[config.mk]
export PLATFORM = sky130hd
export DESIGN_NAME = fp_norm_pack
export DESIGN_NICKNAME = d
export VERILOG_FILES = /design/src/rtl/fp_norm_pack.sv
export SDC_FILE = /design/constraint.sdc
export NUM_CORES = 1
export LEC_CHECK = 0
export BUFFER_PORTS_ARGS = -buffer_cell sky130_fd_sc_hd__buf_2
export CAP_MARGIN = 20
export CORE_MARGIN = 2
export CORE_UTILIZATION = 50
export DETAILED_ROUTE_END_ITERATION = 16
export GPL_TIMING_DRIVEN = 1
export PLACE_DENSITY = 0.73
export SETUP_SLACK_MARGIN = 0.2
export SYNTH_ARGS = -nofsm -noshare
export SYNTH_HDL_FRONTEND = slang
export SYNTH_SLANG_ARGS = --single-unit
export TNS_END_PERCENT = 10
[constraint.sdc]
create_clock -name clk -period 3.2 [get_ports clk]
set_clock_uncertainty 0.05 [all_clocks]
set_input_delay 0 -clock clk [delete_from_list [all_inputs] [get_ports clk]]
set_output_delay 0 -clock clk [all_outputs]
set_load 0.01 [all_outputs]
[src/rtl/fp_norm_pack.sv]
// -----------------------------------------------------------------------------
// fp_norm_pack
//
// Back end of the single-precision add/sub datapath. Takes the signed-magnitude
// fraction produced by the align/add stage, together with the larger operand's
// biased exponent. It normalises the fraction with one left shift per cycle,
// detects overflow (infinity), zero and underflow (denormal), and packs an
// IEEE-754 binary32 word. The shifted-out bit is truncated; there is no rounding.
// Only one transaction is in flight at a time.
//
// Ports
//   clk        : system clock, rising edge
//   rst_n      : asynchronous active-low reset
//   in_valid   : sum / sign_in / exp_in are valid
//   in_ready   : block idle, a new operand is accepted this edge
//   sum        : adder magnitude; [MAN_W+1] is the carry, [MAN_W] the hidden bit
//   sign_in    : result sign from the adder
//   exp_in     : biased exponent of the larger operand
//   out_valid  : result and flags valid
//   out_ready  : downstream accepts the result
//   result     : {sign, exp, man}
//   flag_zero  : result is +0
//   flag_ovf   : result is infinity
//   flag_unf   : nonzero sum produced a denormal result
//   norm_shift : number of left shifts performed (debug)
// -----------------------------------------------------------------------------
module fp_norm_pack #(
  parameter int EXP_W = 8,
  parameter int MAN_W = 23
) (
  input  logic                     clk,
  input  logic                     rst_n,
  input  logic                     in_valid,
  output logic                     in_ready,
  input  logic [MAN_W+1:0]         sum,
  input  logic                     sign_in,
  input  logic [EXP_W-1:0]         exp_in,
  output logic                     out_valid,
  input  logic                     out_ready,
  output logic [EXP_W+MAN_W:0]     result,
  output logic                     flag_zero,
  output logic                     flag_ovf,
  output logic                     flag_unf,
  output logic [4:0]               norm_shift
);

  localparam int RES_W = EXP_W + MAN_W + 1;

  // The working exponent carries one extra bit so that e+1 never wraps.
  localparam logic [EXP_W:0]   E_MAX  = {1'b0, {EXP_W{1'b1}}};
  localparam logic [EXP_W:0]   E_ONE  = {{EXP_W{1'b0}}, 1'b1};
  localparam logic [EXP_W:0]   E_ZERO = '0;
  localparam logic [EXP_W-1:0] EF_MAX = {EXP_W{1'b1}};
  localparam logic [EXP_W-1:0] EF_ONE = {{(EXP_W-1){1'b0}}, 1'b1};
  localparam logic [EXP_W-1:0] EF_ZERO = '0;
  localparam logic [MAN_W-1:0] MF_ZERO = '0;

  typedef enum logic [1:0] {
    IDLE = 2'd0,
    NORM = 2'd1,
    DONE = 2'd2
  } state_t;

  // Assemble a packed word from its three fields.
  function automatic logic [RES_W-1:0] pack_word(
    input logic             s,
    input logic [EXP_W-1:0] e,
    input logic [MAN_W-1:0] m
  );
    return {s, e, m};
  endfunction

  // Shift counter never wraps back to zero.
  function automatic logic [4:0] sat_inc5(input logic [4:0] v);
    return (v == 5'd31) ? v : v + 5'd1;
  endfunction

  state_t             state_q,   state_d;
  logic [MAN_W+1:0]   m_q,       m_d;
  logic [EXP_W:0]     e_q,       e_d;
  logic               s_q,       s_d;
  logic               in_rdy_q,  in_rdy_d;
  logic               ovld_q,    ovld_d;
  logic [RES_W-1:0]   res_q,     res_d;
  logic               zero_q,    zero_d;
  logic               ovf_q,     ovf_d;
  logic               unf_q,     unf_d;
  logic [4:0]         nsh_q,     nsh_d;
  logic [EXP_W:0]     e_inc;
  logic               finish;

  assign e_inc = e_q + E_ONE;

  // Next-state and output computation. Outputs are all registered, so the
  // handshake inputs never reach in_ready combinationally.
  always_comb begin
    state_d  = state_q;
    m_d      = m_q;
    e_d      = e_q;
    s_d      = s_q;
    in_rdy_d = in_rdy_q;
    ovld_d   = ovld_q;
    res_d    = res_q;
    zero_d   = zero_q;
    ovf_d    = ovf_q;
    unf_d    = unf_q;
    nsh_d    = nsh_q;
    finish   = 1'b0;

    unique case (state_q)
      IDLE: begin
        if (in_valid) begin
          m_d      = sum;
          e_d      = {1'b0, exp_in};
          s_d      = sign_in;
          nsh_d    = 5'd0;
          in_rdy_d = 1'b0;
          state_d  = NORM;
        end
      end

      NORM: begin
        if (e_q == E_MAX) begin
          // Larger operand was already Inf/NaN-class exponent: saturate.
          res_d  = pack_word(s_q, EF_MAX, MF_ZERO);
          ovf_d  = 1'b1;
          finish = 1'b1;
        end else if (m_q == '0) begin
          // Exact cancellation always yields +0, whatever the adder sign.
          res_d  = '0;
          zero_d = 1'b1;
          finish = 1'b1;
        end else if (m_q[MAN_W+1]) begin
          // Carry out: one right shift, LSB dropped (truncation).
          if (e_inc == E_MAX) begin
            res_d = pack_word(s_q, EF_MAX, MF_ZERO);
            ovf_d = 1'b1;
          end else begin
            res_d = pack_word(s_q, e_inc[EXP_W-1:0], m_q[MAN_W:1]);
          end
          finish = 1'b1;
        end else if (m_q[MAN_W]) begin
          // Hidden bit in place. A zero exponent with the hidden bit set is
          // the smallest normal, so the field becomes 1.
          res_d  = pack_word(s_q, (e_q == E_ZERO) ? EF_ONE : e_q[EXP_W-1:0],
                             m_q[MAN_W-1:0]);
          finish = 1'b1;
        end else if (e_q <= E_ONE) begin
          // Cannot shift further: exponent fields 1 and 0 share one scale,
          // so the remaining fraction is emitted as a denormal.
          res_d  = pack_word(s_q, EF_ZERO, m_q[MAN_W-1:0]);
          unf_d  = 1'b1;
          finish = 1'b1;
        end else begin
          m_d   = m_q << 1;
          e_d   = e_q - E_ONE;
          nsh_d = sat_inc5(nsh_q);
        end

        if (finish) begin
          ovld_d  = 1'b1;
          state_d = DONE;
        end
      end

      DONE: begin
        // Result and norm_shift stay as they are after the handshake.
        if (out_ready) begin
          ovld_d   = 1'b0;
          zero_d   = 1'b0;
          ovf_d    = 1'b0;
          unf_d    = 1'b0;
          in_rdy_d = 1'b1;
          state_d  = IDLE;
        end
      end

      default: begin
        state_d  = IDLE;
        in_rdy_d = 1'b1;
        ovld_d   = 1'b0;
      end
    endcase
  end

  // State and output registers. Reset aborts any transaction in progress.
  always_ff @(posedge clk or negedge rst_n) begin
    if (!rst_n) begin
      state_q  <= IDLE;
      m_q      <= '0;
      e_q      <= '0;
      s_q      <= 1'b0;
      in_rdy_q <= 1'b1;
      ovld_q   <= 1'b0;
      res_q    <= '0;
      zero_q   <= 1'b0;
      ovf_q    <= 1'b0;
      unf_q    <= 1'b0;
      nsh_q    <= 5'd0;
    end else begin
      state_q  <= state_d;
      m_q      <= m_d;
      e_q      <= e_d;
      s_q      <= s_d;
      in_rdy_q <= in_rdy_d;
      ovld_q   <= ovld_d;
      res_q    <= res_d;
      zero_q   <= zero_d;
      ovf_q    <= ovf_d;
      unf_q    <= unf_d;
      nsh_q    <= nsh_d;
    end
  end

  assign in_ready   = in_rdy_q;
  assign out_valid  = ovld_q;
  assign result     = res_q;
  assign flag_zero  = zero_q;
  assign flag_ovf   = ovf_q;
  assign flag_unf   = unf_q;
  assign norm_shift = nsh_q;

endmodule

==> metrics.log, run 1 <==
INFO  metric timing.fmax = 353 MHz
INFO  metric postPlaceCellArea = 0.00455 mm²
INFO  metric n_antenna_cell = 0
INFO  metric floorplan.initialDensity = 0.520
INFO  metric mostFrequentLayoutCell = sky130_fd_sc_hd__nand2_1
INFO  metric antenna_violations_before_repair = 0
INFO  metric min_path_type = primary input to async pin
INFO  metric setup.worst_path.class = register to register
INFO  metric clock_tree.root_cell = sky130_fd_sc_hd__clkbuf_8
INFO  metric detail-route-antenna-nets = 0
INFO  metric final.setup.worst_slack = 0.368 ns
INFO  metric cp_cell_sequence = ha_2 -> nand3_1 -> or2_2 -> nor2_1 -> ha_2 -> inv_1 -> o2111ai_1 -> and2_1 -> buf_4 -> nor2_1 -> a32o_1
INFO  metric area_of_the_mapped_netlist = 0.00404 mm²
INFO  metric worstSetupStartpointType = register
INFO  metric cts.htree.levels = 3
INFO  metric setup_viol_count_final = 0
INFO  metric row_count = 32
INFO  metric cp_max_delay_cell = sky130_fd_sc_hd__dfrtp_2
INFO  metric drive_gt1_frac = 0.230
INFO  metric multiInputGateArea = 0.00191 mm²
INFO  metric final.hold.worst_slack = 0.00817 ns
INFO  metric fillCellCount = 655
INFO  metric ys_types = 52
INFO  metric yosysWarnings = 0
INFO  metric y_dimension_of_the_die = 93.9 µm
INFO  metric routed_wire_length_per_instance = 16.4 µm
INFO  metric clk_pwr_share = 0.141
INFO  metric route.vias.total = 3730
INFO  metric synth_fp_nets = 475
INFO  metric worst_pin_slew = 0.883 ns
INFO  metric synth_sequential_area_ratio = 0.490
INFO  metric route.final.wire_length = 10600 µm
INFO  metric slew_viol_final = 0
INFO  metric post-synth-top-area-fraction = 0.483
INFO  metric post_syn_instances = 429
INFO  metric syn_avg_cell_area = 9.41 µm²
INFO  metric viasPerCell = 5.75
INFO  metric globalRouteOverflowTotal = 0
INFO  metric timing.setup.tns = 0 ns
INFO  metric yosys_register_bits = 79
INFO  metric worst-path-buf-inv = 2
INFO  metric worst_slew_margin_rel = 0.411
INFO  metric dr.pass1.iters = 4
INFO  metric cts.path.max_buffers = 2
INFO  metric num_cts_buffers = 9
INFO  metric layout.cells.most_common_list = sky130_fd_sc_hd__nand2_1 (81), sky130_fd_sc_hd__buf_2 (78), sky130_fd_sc_hd__dfrtp_1 (76), sky130_fd_sc_hd__dlygate4sd3_1 (37), sky130_fd_sc_hd__a21oi_1 (31)
INFO  metric crit_required = 3.40 ns
INFO  metric grt_max_degree = 80
INFO  metric initialDrtViolationCount = 205
INFO  metric path_max_fanout = 22
INFO  metric ys_top_cells_by_area = sky130_fd_sc_hd__dfrtp_1 (48%), sky130_fd_sc_hd__nand2_1 (7.5%), sky130_fd_sc_hd__a221o_1 (5.7%)
INFO  metric seq_power_share = 0.384
INFO  metric worst-endpoint-arrival = 3.03 ns
INFO  metric number_of_global_route_vias_before_repair = 3503
INFO  metric clk_latency = 0.36 ns
INFO  metric global_route.usage.total = 0.253
INFO  metric finalInstanceArea = 0.00513 mm²
INFO  metric pin_count = 80
INFO  metric hpwl = 7030 µm
INFO  metric dp_worst_setup_slack = 0.196 ns
INFO  metric syn2layout_area_growth = 27.1%
INFO  metric critPathTopFamily = simple AND/OR/NAND/NOR gates
INFO  metric grt_setup_unrepaired = true
INFO  metric synth_area_leader_cell = sky130_fd_sc_hd__dfrtp_1
INFO  metric clock_sinks = 79
INFO  metric postCtsSetupBuffers = 0
INFO  metric cts.clk_slew.worst_paths = 0.09 ns
INFO  metric final_nets = 588
INFO  metric power.density_cell_area = 916 mW/mm²
INFO  metric die_width = 93.9 µm
INFO  metric power.switching_fraction = 0.444
INFO  metric async_flop_share = 1.00
INFO  metric drc = 0
INFO  metric critical_path.endpoint_type = register
INFO  metric power.ir.vdd_worst = 0.000448 V
INFO  metric comb_power_share = 0.475
INFO  metric power.static_leakage = 2.46 nW
INFO  metric synth_edf_count = 0
INFO  metric hold_viol = 0
INFO  metric postSynth.topFlopCell = sky130_fd_sc_hd__dfrtp_1
INFO  metric internal-power = 2.61 mW
INFO  metric post-route-min-period = 2.83 ns
INFO  metric grt_pass1_wl = 17400 µm
INFO  metric place.port_buffers = 79
INFO  metric seq_area = 0.00198 mm²
INFO  metric core-area = 0.00777 mm²
INFO  metric total_power = 4.70 mW
INFO  metric power.net_switching = 2.09 mW
INFO  metric cts_tree = yes
INFO  metric cap_viol_max_count = 0
INFO  metric dieArea = 0.00881 mm²
INFO  metric outcome = complete, no violations
INFO  metric layout_worst_path_cycle_share = 0.885
INFO  metric gpl.final_weighted_congestion = 0.839
INFO  metric largest_stage_delay_worst_path = 0.45 ns
[flip-flops by register name (all words and copies together), names as in the netlist]
name        flops
e_q             9
flag_ovf        1
flag_unf        1
flag_zero       1
in_ready        1
m_q            25
norm_shift      5
out_valid       1
result         32
s_q             1
state_q         2
[logic make-up after synthesis]
family / share of synthesized area
AND/OR/NAND/NOR: 0.212
buffers and inverters: 0.0443
flip-flops: 0.490
multiplexers: 0.00527
adder cells (fa/ha/maj): 0.0248
AO/OA/AOI/OAI: 0.224
[power by group through the flow]
stage / Clock (mW) / Combinational [mW] / Sequential (mW)
2_1_floorplan: 0 / 1.50 / 1.76
5_1_grt: 0.708 / 2.48 / 1.87
3_3_place_gp: 0 / 2.10 / 1.79
3_5_place_dp: 0 / 2.17 / 1.81
6_report: 0.663 / 2.23 / 1.81
4_1_cts: 0.674 / 2.21 / 1.79
[synth_stat cells (3+ instances only)]
master	number
sky130_fd_sc_hd__nor4_2	3
sky130_fd_sc_hd__o21ai_0	25
sky130_fd_sc_hd__dfrtp_1	78
sky130_fd_sc_hd__or3_1	4
sky130_fd_sc_hd__clkbuf_1	13
sky130_fd_sc_hd__nand4_1	3
sky130_fd_sc_hd__inv_1	9
sky130_fd_sc_hd__a21oi_1	31
sky130_fd_sc_hd__a221o_1	23
sky130_fd_sc_hd__nand3_1	8
sky130_fd_sc_hd__nor3_1	8
sky130_fd_sc_hd__and2_1	26
sky130_fd_sc_hd__nand2_1	81
sky130_fd_sc_hd__nor2_1	22
sky130_fd_sc_hd__nor4_1	6
sky130_fd_sc_hd__ha_1	8
sky130_fd_sc_hd__buf_2	14
sky130_fd_sc_hd__a22oi_1	22
sky130_fd_sc_hd__a31oi_1	4
[area by class of cell]
class / count / area share
Clock buffer: 10 / 0.0249
Timing Repair Buffer: 131 / 0.176
Clock inverter: 6 / 0.00902
Inverter: 10 / 0.00804
Sequential cell: 79 / 0.386
Tap cell: 102 / 0.0249
Multi-Input combinational cell: 311 / 0.372
[per-layer routing]
| metal | share of wire | vias up | GRT usage |
|---|---|---|---|
| li1 | - | 1780 | - |
| met1 | 0.44 | 1807 | 0.354 |
| met2 | 0.48 | 130 | 0.401 |
| met3 | 0.056 | 13 | 0.0369 |
| met4 | 0.016 | 0 | 0.0942 |
| met5 | 0 | - | 0 |
[worst paths after layout]
| path | from | end | slack [ns] | cells past startpoint |
|---|---|---|---|---|
| worst max-delay path | e_q[0]$_DFFE_PN0P_ | norm_shift[1]$_DFFE_PN0P_ | 0.37 | 11 |
| worst min-delay path | rst_n | result[0]$_DFFE_PN0P_ | 0.008 | 2 |
| worst max register to register | e_q[0]$_DFFE_PN0P_ | norm_shift[1]$_DFFE_PN0P_ | 0.37 | 11 |
| worst min register to register | result[25]$_DFFE_PN0P_ | result[25]$_DFFE_PN0P_ | 0.43 | 2 |
| max in group asynchronous | rst_n | in_ready$_DFFE_PN1P_ | 2.46 | 3 |
| min in group clk | sign_in | s_q$_DFFE_PN0P_ | 0.34 | 4 |
[timing repair]
| item | in CTS | in global routing |
|---|---|---|
| hold endpoints to repair | 118 | 0 |
| resized for setup | 1 | 4 |
| hold buffers | 37 | 0 |
| endpoints found under the setup margin | 2 | 35 |
| pin swaps | 0 | 0 |
[metrics by stage]
step,std cells,util
floorplan,429,-
global placement,595,0.586
detailed placement,595,0.586
CTS,648,0.656
global route,649,0.661
finish,649,0.661
Note: power is estimated with default switching activity, not from simulation.
==> inputs of run 2 (changes only) <==
==> constraint.sdc (replaced) <==
create_clock -name clk -period 3.2 [get_ports clk]
set_clock_uncertainty 0.05 [all_clocks]
set_input_delay 0.48 -clock clk [delete_from_list [all_inputs] [get_ports clk]]
set_output_delay 0.48 -clock clk [all_outputs]
set_load 0.01 [all_outputs]
==> run 2 against run 1 <==
Net effect:
- wire length decreased by 5.2%
- critical path depth unchanged
- worst setup slack improved by 0.00090 ns
- utilization decreased by 4.9 points
- die area unchanged
- clock power about the same
- maximum frequency about the same
- critical path type unchanged
- critical endpoint unchanged
==> metrics.log, run 2 (synthesized netlist as in run 1, its figures left out) <==
INFO  metric grt_pass1_wl = 16600 µm (was 17400 µm)
INFO  metric viasPerCell = 5.89 (was 5.75)
INFO  metric cts.path.max_buffers = 2 (unchanged)
INFO  metric cts.htree.levels = 3 (unchanged)
INFO  metric dieArea = 0.00881 mm² (unchanged)
INFO  metric clk_latency = 0.36 ns (about the same)
INFO  metric final.hold.worst_slack = 0.0187 ns (was 0.00817 ns)
INFO  metric number_of_global_route_vias_before_repair = 3296 (was 3503)
INFO  metric hpwl = 7030 µm (unchanged)
INFO  metric gpl.final_weighted_congestion = 0.839 (unchanged)
INFO  metric final_nets = 551 (was 588)
INFO  metric dr.pass1.iters = 4 (unchanged)
INFO  metric grt_max_degree = 80 (unchanged)
INFO  metric cts.clk_slew.worst_paths = 0.08 ns (was 0.09 ns)
INFO  metric pin_count = 80 (unchanged)
INFO  metric post-route-min-period = 2.83 ns (about the same)
INFO  metric timing.setup.tns = 0 ns (unchanged)
INFO  metric drc = 0 (unchanged)
INFO  metric timing.fmax = 353 MHz (about the same)
INFO  metric layout_worst_path_cycle_share = 0.885 (about the same)
INFO  metric detail-route-antenna-nets = 0 (unchanged)
INFO  metric power.ir.vdd_worst = 0.000440 V (was 0.000448 V)
INFO  metric worst_slew_margin_rel = 0.437 (was 0.411)
INFO  metric clock_tree.root_cell = sky130_fd_sc_hd__clkbuf_8 (unchanged)
INFO  metric place.port_buffers = 79 (unchanged)
INFO  metric dp_cells = 595 (unchanged)
INFO  metric drive_gt1_frac = 0.247 (was 0.230)
INFO  metric initialDrtViolationCount = 199 (was 205)
INFO  metric core-area = 0.00777 mm² (unchanged)
INFO  metric fillCellCount = 699 (was 655)
INFO  metric n_antenna_cell = 0 (unchanged)
INFO  metric clock_sinks = 79 (unchanged)
INFO  metric largest_register_ff_count = 32 (unchanged)
INFO  metric floorplan.initialDensity = 0.520 (unchanged)
INFO  metric rr_startpoint = e_q[0]$_DFFE_PN0P_ (unchanged)
INFO  metric die_width = 93.9 µm (unchanged)
INFO  metric row_count = 32 (unchanged)
INFO  metric num_cts_buffers = 9 (unchanged)
INFO  metric cts_tree = yes (unchanged)
INFO  metric final_cells = 612 (was 649)
INFO  metric routed_wire_length_per_instance = 16.5 µm (was 16.4 µm)
INFO  metric route.vias.total = 3603 (was 3730)
INFO  metric hold_viol = 0 (unchanged)
INFO  metric path_max_fanout = 22 (unchanged)
INFO  metric power.static_leakage = 2.30 nW (was 2.46 nW)
INFO  metric postCtsHoldBufs = 0 (was 37)
INFO  metric layout.cells.most_common_list = sky130_fd_sc_hd__nand2_1 (81), sky130_fd_sc_hd__buf_2 (78), sky130_fd_sc_hd__dfrtp_1 (76), sky130_fd_sc_hd__a21oi_1 (31), sky130_fd_sc_hd__and2_1 (26) (was sky130_fd_sc_hd__nand2_1 (81), sky130_fd_sc_hd__buf_2 (78), sky130_fd_sc_hd__dfrtp_1 (76), sky130_fd_sc_hd__dlygate4sd3_1 (37), sky130_fd_sc_hd__a21oi_1 (31))
INFO  metric grt_setup_unrepaired = true (unchanged)
INFO  metric global_route.usage.total = 0.242 (was 0.253)
INFO  metric worstSetupStartpointType = register (unchanged)
INFO  metric postCtsSetupBuffers = 0 (unchanged)
INFO  metric globalRouteOverflowTotal = 0 (unchanged)
INFO  metric route.final.wire_length = 10100 µm (was 10600 µm)
INFO  metric syn2layout_area_growth = 17.8% (was 27.1%)
INFO  metric outcome = complete, no violations (unchanged)
INFO  metric power.density_cell_area = 978 mW/mm² (was 916 mW/mm²)
INFO  metric worst_pin_slew = 0.845 ns (was 0.883 ns)
INFO  metric setup.worst_path.class = register to register (unchanged)
INFO  metric y_dimension_of_the_die = 93.9 µm (unchanged)
INFO  metric setup.worst_path.start = e_q[0]$_DFFE_PN0P_ (unchanged)
INFO  metric cap_viol_max_count = 0 (unchanged)
INFO  metric critical_path.endpoint_type = register (unchanged)
INFO  metric setup_viol_count_final = 0 (unchanged)
INFO  metric mostFrequentLayoutCell = sky130_fd_sc_hd__nand2_1 (unchanged)
INFO  metric min_path_type = primary input to async pin (unchanged)
INFO  metric antenna_violations_before_repair = 0 (unchanged)
INFO  metric slew_viol_final = 0 (unchanged)
INFO  metric worst-endpoint-arrival = 3.02 ns (was 3.03 ns)
INFO  metric crit_required = 3.39 ns (was 3.40 ns)
run 2: changes by cell type in the layout (fill, tap and decap cells not counted), sizes merged:
cell         before  now
dlygate4sd3      37    0
run 2: worst paths after layout:
path                                             endpoint  slack, ns  cells after the start
worst max-delay path            norm_shift[1]$_DFFE_PN0P_       0.37                     11
max in group asynchronous             m_q[23]$_DFFE_PN0P_       2.49                      2
worst max register to register  norm_shift[1]$_DFFE_PN0P_       0.37                     11
min in group clk                      m_q[23]$_DFFE_PN0P_       0.29                      3
worst min-delay path                   e_q[2]$_DFFE_PN0P_       0.02                      1
worst min register to register     result[25]$_DFFE_PN0P_       0.43                      2
run 2: power breakdown:
part / leakage, nW / switching, mW / internal (mW)
Combinational: 1.21 / 1.28 / 0.900
Sequential: 1.01 / 0.407 / 1.40
Clock: 0.0829 / 0.377 / 0.286
run 2: repair_timing:
item / CTS / global route
resized for setup: 1 / 4
gates cloned: 0 / 0
pin swaps: 0 / 0
endpoints found under the setup margin: 2 / 35
endpoints found under the hold margin: 0 / 0
run 2: per-layer routing:
metal | up-vias | track usage | part of all wire
met5 | - | 0 | 0
met4 | 0 | 0.0833 | 0.014
met3 | 11 | 0.0345 | 0.047
met2 | 102 | 0.374 | 0.48
met1 | 1779 | 0.351 | 0.46
li1 | 1711 | - | -
run 2: worst max-delay path, cell delays in order (launching register included):
cell and delay (ns):
sky130_fd_sc_hd__dfrtp_2 0.45, sky130_fd_sc_hd__ha_2 0.27, sky130_fd_sc_hd__nand3_1 0.13, sky130_fd_sc_hd__or2_2 0.33, sky130_fd_sc_hd__nor2_1 0.11, sky130_fd_sc_hd__ha_2 0.28
sky130_fd_sc_hd__inv_1 0.14, sky130_fd_sc_hd__o2111ai_1 0.09, sky130_fd_sc_hd__and2_1 0.24, sky130_fd_sc_hd__buf_4 0.27, sky130_fd_sc_hd__nor2_1 0.09, sky130_fd_sc_hd__a32o_1 0.25
run 2: cell type report:
class | instances | area [µm²] | area share
Inverter | 10 | 41.3 | 0.00868
Sequential cell | 79 | 1980 | 0.417
Tap cell | 102 | 128 | 0.0268
Multi-Input combinational cell | 311 | 1910 | 0.401
Timing Repair Buffer | 94 | 523 | 0.110
Clock buffer | 10 | 128 | 0.0268
Clock inverter | 6 | 46.3 | 0.00974
run 2: metrics by stage:
stage	area, µm²	total power [mW]	setup WS [ns]	utilization
4_1_cts	4730	4.65	0.245	0.608
2_1_floorplan	4040	3.26	0.597	-
3_5_place_dp	4550	3.98	0.196	0.586
6_report	4750	4.65	0.369	0.612
3_3_place_gp	4550	3.89	0.332	0.586
5_1_grt	4750	5.02	0.185	0.612
==> inputs of run 3 (changes only) <==
--- a/config.mk
+++ b/config.mk
@@ -5,13 +5,12 @@
 export SDC_FILE = /design/constraint.sdc
 export NUM_CORES = 1
 export LEC_CHECK = 0
-export BUFFER_PORTS_ARGS = -buffer_cell sky130_fd_sc_hd__buf_2
 export CAP_MARGIN = 20
 export CORE_MARGIN = 2
 export CORE_UTILIZATION = 50
 export DETAILED_ROUTE_END_ITERATION = 16
+export DONT_BUFFER_PORTS = 1
 export GPL_TIMING_DRIVEN = 1
-export PLACE_DENSITY = 0.73
 export SETUP_SLACK_MARGIN = 0.2
 export SYNTH_ARGS = -nofsm -noshare
 export SYNTH_HDL_FRONTEND = slang
==> run 3 against run 2 <==
Net effect:
- clock power rose by 36%
- combinational power fell by 14%
- highest routed layer unchanged
- worst setup slack improved by 0.019 ns
- wire length fell by 1.6%
==> metrics.log, run 3 (synthesized netlist as in run 1, its figures left out) <==
INFO  metric path_max_fanout = 29 (was 22)
INFO  metric rr_startpoint = e_q[0]$_DFFE_PN0P_ (unchanged)
INFO  metric hold_viol = 0 (unchanged)
INFO  metric global_route.usage.total = 0.238 (was 0.242)
INFO  metric hpwl = 6720 µm (was 7030 µm)
INFO  metric post-route-min-period = 2.81 ns (was 2.83 ns)
INFO  metric dr_wl_met3 = 837 µm (was 474 µm)
INFO  metric power.net_switching = 2.02 mW (was 2.07 mW)
INFO  metric timing.setup.tns = 0 ns (unchanged)
INFO  metric comb_power_share = 0.398 (was 0.470)
INFO  metric final_core_density = 0.573 (was 0.612)
INFO  metric hold_path_depth = 2
INFO  metric drive_gt1_frac = 0.111 (was 0.247)
INFO  metric mostFrequentLayoutCell = sky130_fd_sc_hd__nand2_1 (unchanged)
INFO  metric die_width = 93.9 µm (unchanged)
INFO  metric cts.clk_slew.worst_paths = 0.08 ns (about the same)
INFO  metric route.met2.wl = 4420 µm (was 4840 µm)
INFO  metric route.final.wire_length = 9920 µm (was 10100 µm)
INFO  metric floorplan.initialDensity = 0.520 (unchanged)
INFO  metric holdPathEnd = m_q[24]$_DFFE_PN0P_
INFO  metric cts.htree.levels = 3 (unchanged)
INFO  metric pin_count = 80 (unchanged)
INFO  metric power.static_leakage = 2.00 nW (was 2.30 nW)
INFO  metric gpl.final_weighted_congestion = 0.838 (was 0.839)
INFO  metric initialDrtViolationCount = 233 (was 199)
INFO  metric internal-power = 2.70 mW (was 2.58 mW)
INFO  metric viasPerCell = 6.05 (was 5.89)
INFO  metric core-area = 0.00777 mm² (unchanged)
INFO  metric dp_worst_setup_slack = 0.204 ns (was 0.196 ns)
INFO  metric reg2regPathDepth = 11 (unchanged)
INFO  metric layout.cells.most_common_list = sky130_fd_sc_hd__nand2_1 (81), sky130_fd_sc_hd__dfrtp_1 (76), sky130_fd_sc_hd__a21oi_1 (31), sky130_fd_sc_hd__and2_1 (26), sky130_fd_sc_hd__o21ai_0 (25) (was sky130_fd_sc_hd__nand2_1 (81), sky130_fd_sc_hd__buf_2 (78), sky130_fd_sc_hd__dfrtp_1 (76), sky130_fd_sc_hd__a21oi_1 (31), sky130_fd_sc_hd__and2_1 (26))
INFO  metric row_count = 32 (unchanged)
INFO  metric clk_pwr_share = 0.191 (was 0.142)
INFO  metric grt_pass1_wl = 16400 µm (was 16600 µm)
INFO  metric n_antenna_cell = 0 (unchanged)
INFO  metric seq_power_share = 0.411 (was 0.388)
INFO  metric clock_sinks = 79 (unchanged)
INFO  metric cts_tree = yes (unchanged)
INFO  metric worst-endpoint-arrival = 3.01 ns (was 3.02 ns)
INFO  metric setup_viol_count_final = 0 (unchanged)
INFO  metric layout_worst_path_cycle_share = 0.879 (was 0.885)
INFO  metric power.ir.vdd_worst = 0.000434 V (was 0.000440 V)
INFO  metric worst_slew_margin_rel = 0.412 (was 0.437)
INFO  metric cp_cell_sequence = ha_2 -> nand3_1 -> or2_2 -> nor2_1 -> ha_2 -> inv_1 -> o2111ai_1 -> and2_1 -> buf_4 -> nor3_1 -> nor3_1 (was ha_2 -> nand3_1 -> or2_2 -> nor2_1 -> ha_2 -> inv_1 -> o2111ai_1 -> and2_1 -> buf_4 -> nor2_1 -> a32o_1)
INFO  metric antenna_violations_before_repair = 0 (unchanged)
INFO  metric grt_setup_unrepaired = false (was true)
INFO  metric crit_required = 3.40 ns (was 3.39 ns)
INFO  metric clock_tree.root_cell = sky130_fd_sc_hd__clkbuf_8 (unchanged)
INFO  metric final_nets = 474 (was 551)
INFO  metric syn2layout_area_growth = 10.3% (was 17.8%)
INFO  metric regToRegSetupSlack = 0.39 ns (was 0.37 ns)
INFO  metric worst_pin_slew = 0.882 ns (was 0.845 ns)
INFO  metric drc = 0 (unchanged)
INFO  metric finalInstanceArea = 0.00445 mm² (was 0.00475 mm²)
INFO  metric y_dimension_of_the_die = 93.9 µm (unchanged)
INFO  metric number_of_global_route_vias_before_repair = 3044 (was 3296)
INFO  metric cap_viol_max_count = 0 (unchanged)
INFO  metric setup.worst_path.class = register to register (unchanged)
INFO  metric crit-reg2reg-capture = e_q[3]$_DFFE_PN0P_ (was norm_shift[1]$_DFFE_PN0P_)
INFO  metric dieArea = 0.00881 mm² (unchanged)
INFO  metric timing.fmax = 356 MHz (was 353 MHz)
INFO  metric fillCellCount = 724 (was 699)
INFO  metric wl_met1 = 4610 µm (was 4630 µm)
INFO  metric routed_wire_length_per_instance = 18.5 µm (was 16.5 µm)
INFO  metric final.setup.worst_slack = 0.388 ns (was 0.369 ns)
INFO  metric globalRouteOverflowTotal = 0 (unchanged)
INFO  metric cp_max_delay_cell = sky130_fd_sc_hd__dfrtp_2 (unchanged)
INFO  metric largest_register_ff_count = 32 (unchanged)
INFO  metric outcome = complete, no violations (unchanged)
INFO  metric cts.path.max_buffers = 2 (unchanged)
INFO  metric dr.pass1.iters = 5 (was 4)
INFO  metric critical_path.endpoint_type = register (unchanged)
INFO  metric clk_latency = 0.35 ns (was 0.36 ns)
INFO  metric postPlaceCellArea = 0.00415 mm² (was 0.00455 mm²)
INFO  metric num_cts_buffers = 9 (unchanged)
INFO  metric slew_viol_final = 0 (unchanged)
INFO  metric worstSetupStartpointType = register (unchanged)
INFO  metric detail-route-antenna-nets = 0 (unchanged)
INFO  metric power.switching_fraction = 0.428 (was 0.445)
INFO  metric place.port_buffers = 0 (was 79)
INFO  metric max_used_layer = met4 (unchanged)
INFO  metric min_path_type = primary input to register (was primary input to async pin)
INFO  metric grt_max_degree = 80 (unchanged)
INFO  metric start_point_of_the_worst_hold_path = sum[24]
INFO  metric largest_stage_delay_worst_path = 0.45 ns (about the same)
INFO  metric route.vias.total = 3236 (was 3603)
INFO  metric power.density_cell_area = 1060 mW/mm² (was 978 mW/mm²)
[run 3: per-stage QoR]
| stage | instances | power [mW] | hold slack, ns |
|---|---|---|---|
| floorplan | 429 | 3.26 | 0.134 |
| finish | 535 | 4.72 | 0.202 |
| global route | 535 | 5.14 | 0.192 |
| CTS | 534 | 4.72 | 0.193 |
| global placement | 516 | 3.74 | 0.136 |
| detailed placement | 516 | 3.79 | 0.137 |
[run 3: final cells by class]
cell class / instances / area, µm² / area share
Sequential cell: 79 / 1980 / 0.445
Multi-Input combinational cell: 311 / 1910 / 0.429
Timing Repair Buffer: 17 / 150 / 0.0337
Clock buffer: 10 / 128 / 0.0287
Tap cell: 102 / 128 / 0.0287
Clock inverter: 6 / 116 / 0.0261
Inverter: 10 / 41.3 / 0.00927
[run 3: worst max path at each step]
stage	startpoint	endpoint	slack, ns	cells after the start
floorplan	e_q[1]$_DFFE_PN0P_	e_q[5]$_DFFE_PN0P_	0.60	11
global placement	e_q[0]$_DFFE_PN0P_	result[5]$_DFFE_PN0P_	0.34	8
detailed placement	e_q[1]$_DFFE_PN0P_	e_q[5]$_DFFE_PN0P_	0.20	11
CTS	e_q[1]$_DFFE_PN0P_	e_q[5]$_DFFE_PN0P_	0.28	11
global route	e_q[1]$_DFFE_PN0P_	e_q[3]$_DFFE_PN0P_	0.20	11
finish	e_q[0]$_DFFE_PN0P_	e_q[3]$_DFFE_PN0P_	0.39	11
[run 3: what timing repair did]
action                                  4_1_cts  5_1_grt
hold endpoints to repair                     79        0
hold buffers                                  2        0
gates resized for setup                       1        4
endpoints found under the setup margin        1       35
setup buffers                                 0        1
[run 3: power groups by stage]
stage	clock network (mW)	logic [mW]	registers, mW
floorplan	0	1.50	1.76
global placement	0	1.80	1.94
detailed placement	0	1.84	1.95
CTS	0.918	1.87	1.93
global route	0.961	2.16	2.02
finish	0.902	1.88	1.94
[run 3: worst max-delay path, delay by kind of cell, from the launching register on]
family	cells	cell delay (ns)
and+or+nand+nor	6	1.11
buffers and inverters	2	0.47
adders and majority gates	2	0.55
DFF	1	0.45
AOI/OAI and AO/OA	1	0.09
[run 3: metal layers]
| metal | vias to the layer above | track usage |
|---|---|---|
| met5 | - | 0 |
| met4 | 0 | 0.0616 |
| met3 | 4 | 0.0666 |
| met2 | 116 | 0.338 |
| met1 | 1563 | 0.358 |
| li1 | 1553 | - |
